<file path="config.mk">
export PLATFORM = sky130hd
export DESIGN_NAME = ram_sequencer
export DESIGN_NICKNAME = d
export VERILOG_FILES = /design/src/rtl/ram_seq_pkg.sv /design/src/rtl/ram_sequencer_dwell.sv /design/src/rtl/ram_sequencer.sv
export SDC_FILE = /design/constraint.sdc
export NUM_CORES = 1
export LEC_CHECK = 0
export CORE_ASPECT_RATIO = 1.75
export CORE_MARGIN = 8
export CORE_UTILIZATION = 60
export DETAILED_ROUTE_END_ITERATION = 12
export PLACE_DENSITY = 0.85
export SLEW_MARGIN = 20
export SYNTH_ARGS = -nofsm -noshare
export SYNTH_HDL_FRONTEND = slang
export SYNTH_HIERARCHICAL = 1
export SYNTH_SLANG_ARGS = --single-unit
export TNS_END_PERCENT = 20
</file>
<file path="constraint.sdc">
create_clock -name clock -period 4.7 [get_ports clock]
set_clock_uncertainty 0.1 [all_clocks]
set_input_delay 0.94 -clock clock [delete_from_list [all_inputs] [get_ports clock]]
set_output_delay 0.94 -clock clock [all_outputs]
set_load 0.1 [all_outputs]
</file>
<file path="src/rtl/ram_seq_pkg.sv">
// Shared types and constants for the RAM sequencer and its dwell counter.
package ram_seq_pkg;

    localparam int unsigned ADDR_W_DEF = 5;
    localparam int unsigned DATA_W_DEF = 3;
    localparam int unsigned RAM_RD_LAT = 1;

    typedef enum logic [2:0] {
        S_IDLE,
        S_FILL,
        S_WRITE,
        S_ISSUE,
        S_CAPTURE,
        S_DWELL
    } seq_state_t;

endpackage

</file>
<file path="src/rtl/ram_sequencer_dwell.sv">
// Counts the cycles an address is held during scan; tc marks the last one.
module dwell_counter #(
    parameter int unsigned DWELL = 50_000_000
) (
    input  logic clock,
    input  logic reset_n,
    input  logic clear,
    input  logic enable,
    output logic tc
);

    localparam int unsigned CW = (DWELL > 1) ? $clog2(DWELL) : 1;
    localparam logic [CW-1:0] LAST = CW'(DWELL - 1);

    logic [CW-1:0] count;

    always_ff @(posedge clock or negedge reset_n) begin
        if (!reset_n) begin
            count <= '0;
        end else if (clear) begin
            count <= '0;
        end else if (enable) begin
            count <= count + CW'(1);
        end
    end

    assign tc = (count == LAST);

endmodule

</file>
<file path="src/rtl/ram_sequencer.sv">
// Initiator for the 32x3 synchronous RAM: fill, continuous display scan and
// single writes, including writes slipped into the dwell period of a scan.
module ram_sequencer
    import ram_seq_pkg::*;
#(
    parameter int unsigned ADDR_W = ADDR_W_DEF,
    parameter int unsigned DATA_W = DATA_W_DEF,
    parameter int unsigned DWELL  = 50_000_000
) (
    input  logic              clock,
    input  logic              reset_n,
    input  logic              start_fill,
    input  logic [DATA_W-1:0] fill_value,
    input  logic              start_scan,
    input  logic              stop,
    input  logic              wr_req,
    input  logic [ADDR_W-1:0] wr_addr,
    input  logic [DATA_W-1:0] wr_data,
    output logic [ADDR_W-1:0] ram_address,
    output logic              ram_enable,
    output logic              ram_wren,
    output logic [DATA_W-1:0] ram_datain,
    input  logic [DATA_W-1:0] ram_dataout,
    output logic [ADDR_W-1:0] disp_addr,
    output logic [DATA_W-1:0] disp_data,
    output logic              disp_valid,
    output logic              busy,
    output logic              done
);

    seq_state_t        state, nstate;
    logic [ADDR_W-1:0] fill_addr;
    logic [ADDR_W-1:0] scan_addr;
    logic [DATA_W-1:0] fill_val;
    logic [ADDR_W-1:0] wr_addr_q;
    logic [DATA_W-1:0] wr_data_q;
    logic              resume_scan;
    logic              dw_clear;
    logic              dw_en;
    logic              dw_tc;

    dwell_counter #(.DWELL(DWELL)) u_dwell (
        .clock   (clock),
        .reset_n (reset_n),
        .clear   (dw_clear),
        .enable  (dw_en),
        .tc      (dw_tc)
    );

    always_comb begin
        nstate = state;
        case (state)
            S_IDLE: begin
                if (start_fill)      nstate = S_FILL;
                else if (wr_req)     nstate = S_WRITE;
                else if (start_scan) nstate = S_ISSUE;
            end
            S_FILL:    if (fill_addr == '1) nstate = S_IDLE;
            S_WRITE:   nstate = resume_scan ? S_ISSUE : S_IDLE;
            S_ISSUE:   nstate = stop ? S_IDLE : S_CAPTURE;
            S_CAPTURE: nstate = stop ? S_IDLE : S_DWELL;
            S_DWELL: begin
                if (stop)        nstate = S_IDLE;
                else if (wr_req) nstate = S_WRITE;
                else if (dw_tc)  nstate = S_ISSUE;
            end
            default:   nstate = S_IDLE;
        endcase
    end

    // Counter runs from ISSUE and restarts on every (re-)entry to ISSUE.
    always_comb begin
        dw_en    = (state inside {S_ISSUE, S_CAPTURE, S_DWELL});
        dw_clear = !(nstate inside {S_CAPTURE, S_DWELL});
    end

    always_ff @(posedge clock or negedge reset_n) begin
        if (!reset_n) begin
            state       <= S_IDLE;
            fill_addr   <= '0;
            scan_addr   <= '0;
            fill_val    <= '0;
            wr_addr_q   <= '0;
            wr_data_q   <= '0;
            resume_scan <= 1'b0;
            disp_addr   <= '0;
            disp_data   <= '0;
            disp_valid  <= 1'b0;
            done        <= 1'b0;
        end else begin
            state      <= nstate;
            disp_valid <= 1'b0;
            done       <= (state == S_FILL) && (nstate == S_IDLE);
            case (state)
                S_IDLE: begin
                    if (start_fill) begin
                        fill_val  <= fill_value;
                        fill_addr <= '0;
                    end else if (wr_req) begin
                        wr_addr_q   <= wr_addr;
                        wr_data_q   <= wr_data;
                        resume_scan <= 1'b0;
                    end else if (start_scan) begin
                        scan_addr <= '0;
                    end
                end
                S_FILL: fill_addr <= fill_addr + ADDR_W'(1);
                S_CAPTURE: begin
                    disp_data  <= ram_dataout;
                    disp_addr  <= scan_addr;
                    disp_valid <= 1'b1;
                end
                S_DWELL: begin
                    if (!stop) begin
                        if (wr_req) begin
                            wr_addr_q   <= wr_addr;
                            wr_data_q   <= wr_data;
                            resume_scan <= 1'b1;
                        end else if (dw_tc) begin
                            scan_addr <= scan_addr + ADDR_W'(1);
                        end
                    end
                end
                default: ;
            endcase
        end
    end

    // RAM port is decoded purely from registered state, so reset clears it at once.
    always_comb begin
        ram_enable  = 1'b0;
        ram_wren    = 1'b0;
        ram_address = '0;
        ram_datain  = '0;
        case (state)
            S_FILL: begin
                ram_enable  = 1'b1;
                ram_wren    = 1'b1;
                ram_address = fill_addr;
                ram_datain  = fill_val;
            end
            S_WRITE: begin
                ram_enable  = 1'b1;
                ram_wren    = 1'b1;
                ram_address = wr_addr_q;
                ram_datain  = wr_data_q;
            end
            S_ISSUE: begin
                ram_enable  = 1'b1;
                ram_address = scan_addr;
            end
            default: ;
        endcase
    end

    assign busy = (state != S_IDLE);

endmodule

</file>
# Yosys cells after proc, flatten, opt, wreduce, memory -nomap -nowiden
# Index checks and enable logic that the tools add are counted.
[word_totals]
reg_bits = 61
in_bits = 20
out_inout_bits = 21
word_cells = 89
[classes]
add_sub_neg = 3
eq_ne = 19
n_mux = 40
n_reduce_logical = 15
[ops]
columns = ["cell", "count"]
rows = [
  ["two-way mux 26 bit", 2],
  ["two-way mux 5 bit", 10],
  ["two-way mux 3 bit", 12],
  ["one-hot mux 5 bit (2 select lines)", 3],
  ["adder 26 x 1 -> 26 bit (second input constant)", 1],
  ["== test 26 bit (second input constant)", 1],
  ["!= test 2 bit (second input constant)", 10],
  ["one-hot mux 3 bit (6 select lines)", 1],
  ["one-hot mux 5 bit (3 select lines)", 1],
  ["== test 3 bit (second input constant)", 4],
  ["one-hot mux 3 bit (2 select lines)", 2],
  ["adder 5 x 1 -> 5 bit (second input constant)", 2],
  ["two-way mux 1 bit", 7],
  ["AND reduction 7 bit", 1],
  ["== test 3 x 2 -> 1 bit (second input constant)", 2],
  ["zero test 3 bit", 2],
  ["nonzero test 2 bit", 3],
  ["nonzero test 3 bit", 2],
  ["== test 5 bit (second input constant)", 1],
  ["AND reduction 5 bit", 1],
  ["AND reduction 2 bit", 2],
  ["== test 3 x 1 -> 1 bit (second input constant)", 1],
  ["AND reduction 3 bit", 1],
  ["OR reduction 3 bit", 1],
  ["4 further kinds", 4],
]

# Logic depth before layout (Yosys ltp)
[logic_depth]
ltp_word = 8
ltp_mapped = 11

# Hierarchy
# Netlist, hierarchy kept.
[modules_own_cells]
columns = ["mod", "n_inst", "cells_per_inst", "area_per_inst_um2", "seq_area_each_um2"]
rows = [
  ["ram_sequencer", 1, 165, 1886.8, 875.8],
  ["dwell_counter", 1, 151, 1438.9, 650.6],
]

# Worst setup path before layout
# Ideal clock, no wire load.
[synth_path]
path_type = "flip-flop to output port"
start = "register state[0]"
end = "output port ram_address[2]"
arrival_time_ns = 2.219
t_required_ns = 3.660
slack_ns = 1.441
stages_incl_launch_ff = 6
path_buffers = 2
path_cell_list = "dfrtp_1 buf_4 buf_4 mux2_2 a22oi_1 nor2_1"
[synth_via]
elab_chain_len = 2
[synth_lines]
columns = ["element", "line_no", "rtl"]
rows = [
  ["start, declared", "ram_sequencer.sv:31", "seq_state_t state, nstate;"],
  ["start signal, assigned", "ram_sequencer.sv:91", "state <= nstate;"],
  ["== test 3 x 2 -> 1 bit or == test 3 x 1 -> 1 bit (tied branches)", "ram_sequencer.sv:135", "case (state)"],
  ["one-hot mux 5 bit (3 select lines) (*)", "ram_sequencer.sv:135", ""],
  ["end, declared", "ram_sequencer.sv:19", "output logic [ADDR_W-1:0] ram_address,"],
]
# Every way passes the cells marked *; elsewhere a longest branch is shown, timed or not.

# Worst setup path in the final report
[layout_path]
start = "register state[0]"
end = "output port ram_enable"
[layout_via]
elab_chain_len = 3
[layout_lines]
columns = ["element", "line_no", "rtl"]
rows = [
  ["== test 3 x 2 -> 1 bit or == test 3 x 1 -> 1 bit (tied branches)", "ram_sequencer.sv:135", ""],
  ["OR reduction 3 bit (no line) (*)", "--", ""],
  ["two-way mux 1 bit (*)", "ram_sequencer.sv:135", ""],
  ["end, declared", "ram_sequencer.sv:20", "output logic ram_enable,"],
]
# Marks and branches as above.

==> results list <==
- The run finished with clean final reports.
- The pre-antenna-repair detailed-routing pass consisted of 4 iterations.
* Reg clk slew, reported paths: 0.06 ns
- The die is 72.3 µm wide.
- In this run the power density over the cells is 592 nW/µm².
* Net count after synthesis: 340
- Across the run, the number of max-cap violations was 0.
- Together, buffers and inverters on the worst path number 1.
* TNS Setup: 0 ns
* Number of hold buffers added after cts: 0
- Instance count of the mapped netlist: 316
- The number of antenna violations at the first check in global routing came to 0.
- Worst voltage drop across the vdd grid: 0.324 mV
* I/O Buffers: 40
* Number of pins with negative max-slew slack in the final report: 0
- Detail-routed via count per cell: 6.20
* Initial cell density of the core: 61.0%
* Largest fanout on the critical path: 26
- In the final layout, the share of cells above drive strength 1 is 18.5%.
- Most common cell in the synthesized netlist: sky130_fd_sc_hd__dfrtp_1
- The count of endpoints failing hold in the final timing report was 0.
* DP HPWL: 5.59 mm
* Flip-flop and latch count after synthesis: 61
* GRT Residual Overflow: 0
- In this run the count of I/O pins placed on the die edge is 41.
- Setup repair after global routing left no endpoint under its margin.
- At the pin with the least slew margin, the transition time is 0.975 ns.
- Global router's overall resource usage: 19.9%
- Measured against its own limit, the worst slew margin works out to 34.8%.
- Antenna diode count: 0
* Fraction of registers with async set/reset: 100%
- For this design the static power due to leakage is 1.64 nW.
- Clock tree synthesis inserted a total of 9 buffers.
- The tightest min-delay check is of the reg2reg type.
* Top cells by count, synth: sky130_fd_sc_hd__dfrtp_1 (61), sky130_fd_sc_hd__nor2_1 (27), sky130_fd_sc_hd__mux2_2 (26), sky130_fd_sc_hd__a21oi_1 (15)
- Among all flip-flop cells after synthesis, the most frequent one is sky130_fd_sc_hd__dfrtp_1.
- Maximum cell stage delay along the critical path: 1.14 ns
- Critical path class: reg2out
* Number of unique standard cell types used by synthesis: 59
* Post-synthesis cell area: 3330 µm²
- Worst EP required: 3.66 ns
* Startpoint types: flip-flop
- Synth area leaders: sky130_fd_sc_hd__dfrtp_1 (46%), sky130_fd_sc_hd__mux2_2 (8.8%), sky130_fd_sc_hd__nor2_1 (3.0%), sky130_fd_sc_hd__a21oi_1 (2.3%), sky130_fd_sc_hd__o31ai_1 (2.0%)
* Pin count of the biggest net entering global routing: 62
- For this block, the via count after detailed routing is 2,677.
* Post-cts sizing count: 0
- In this run the deepest clock path goes through 2 buffers.
* Clk root buf: sky130_fd_sc_hd__clkbuf_8
- Overall die area: 8270 µm²
- Final worst-path cycle share: 80.3%
* First-pass GRT wire length: 12.7 mm
- On the critical path the largest part of the delay comes from buffers and inverters.
- In this run the core area contains 36 standard-cell rows.
- The routed design has 7.79 mm of wire.
* Synth warnings: 6
- Data arrives at the worst endpoint at 2.74 ns.
- With fillers left out, the area of the finished cells amounts to 3890 µm².
- Number of design rule violations left after detail routing: 0
- The detail route stage leaves a number of antenna-violating nets equal to 0.
- The number of global-route vias before repair is 2,688.
* Slowest stage cell on the critical path: sky130_fd_sc_hd__clkdlybuf4s50_1
- Placeable core area: 5450 µm²
- The die is 114 µm tall.
- The synthesized design devotes to its leading area cell type 45.9% of total area.
- Number of nets in the layout: 376
- Area growth from synthesis to layout: 16.9%
- CTS HTree Levels: 3
- Leaving out filler cells and counting taps, the final layout contains 432.
- In the final routed layout, each cell accounts on average for 18.0 µm.
- Counting tap cells, the placed design contains a total of 417 instances.
* CTS tree: yes
* CP Cell Sequence: nor2_1, nor2_1, clkdlybuf4s50_1
- Setup violation total in the final timing report: 0
- The detailed router finished its first iteration with 250 violations.
- Per-instance average area after synthesis: 10.5 µm²
- Sequential fraction of the synthesis area: 45.9%
* Placed Area: 3690 µm²
* Clock insertion delay at the later pin of the skew report: 0.35 ns
- Crit. End Element: output port
* Clock tree sinks: 61
* Period minus WS final: 3.78 ns
* Most frequent cell on the critical path: sky130_fd_sc_hd__nor2_1
* Weighted congestion reported at the end of routability-driven placement: 0.944
* Number of enable flip-flop cells after synthesis: 0
- Summed over all instances, the cell type with the most area after synthesis is sky130_fd_sc_hd__dfrtp_1.
- Derived from the worst setup path, the maximum achievable clock frequency is 265 MHz.
* Layout Utilization: 71.3%
* Number of buffers inserted to repair setup after CTS: 0
worst paths after layout:
check | startpoint | endpoint | slack (ns) | depth (start not counted)
max | state[0]$_DFF_PN0_ | ram_enable | 0.92 | 3
max reg2reg | u_dwell/count[0]$_DFFE_PN0P_ | u_dwell/count[18]$_DFFE_PN0P_ | 1.18 | 12
min | disp_addr[2]$_DFFE_PN0N_ | disp_addr[2]$_DFFE_PN0N_ | 0.41 | 1
max in group asynchronous | reset_n | wr_data_q[0]$_DFFE_PN0P_ | 3.34 | 2
min reg2reg | disp_addr[2]$_DFFE_PN0N_ | disp_addr[2]$_DFFE_PN0N_ | 0.41 | 1
min in group asynchronous | reset_n | u_dwell/count[23]$_DFFE_PN0P_ | 0.66 | 2
state kept, by name, indices dropped and copies added, names as in the netlist:
register,flops
state,3
fill_val,3
resume_scan,1
disp_data,3
disp_addr,5
wr_addr_q,5
u_dwell/count,26
fill_addr,5
disp_valid,1
wr_data_q,3
done,1
scan_addr,5
placed cells by master (no fill, tap or decap), types with 11 or more instances in the layout:
master	count
sky130_fd_sc_hd__dfrtp_1	61
sky130_fd_sc_hd__clkdlybuf4s50_1	29
sky130_fd_sc_hd__nor2_1	27
sky130_fd_sc_hd__mux2_2	26
sky130_fd_sc_hd__a21oi_1	15
sky130_fd_sc_hd__buf_4	14
sky130_fd_sc_hd__nand2_1	13
sky130_fd_sc_hd__o21ai_0	13
sky130_fd_sc_hd__nand3_1	12
sky130_fd_sc_hd__clkbuf_8	11
power breakdown:
part | switching (mW) | internal (mW)
sequential | 0.131 | 0.628
clock | 0.200 | 0.269
combinational | 0.759 | 0.316
total | 1.09 | 1.21
cell type report:
class,instances,area (µm²)
clock buffer,11,151
fill,410,1560
tap,76,95.1
inverter,8,30.0
clock inverter,4,47.5
sequential,61,1530
multi-input combinational,228,1640
timing repair buffer,44,400
metal layers:
metal	up-vias	GRT usage (%)	part of all wire, %
li1	1261	-	-
met1	1321	19.3	36
met2	76	37.4	57
met3	19	4.47	4.3
met4	0	9.60	2.7
met5	-	0	0
per-stage QoR:
step | hold WS (ns) | power [mW] | setup slack, ns
floorplan | 0.375 | 1.62 | 1.44
detailed placement | 0.395 | 1.84 | 1.19
global placement | 0.385 | 1.82 | 1.25
CTS | 0.410 | 2.31 | 0.936
finish | 0.406 | 2.30 | 0.925
global route | 0.417 | 2.40 | 0.819
logic make-up after synthesis:
group	synth area share, %
DFF	45.9
buffers and inverters	4.85
and+or+nand+nor	21.8
muxes	9.41
AOI/OAI and AO/OA	13.9
xor gates and xnor gates	2.63
adders and majority gates	1.50
No activity file was read; power rests on OpenSTA's default activity.
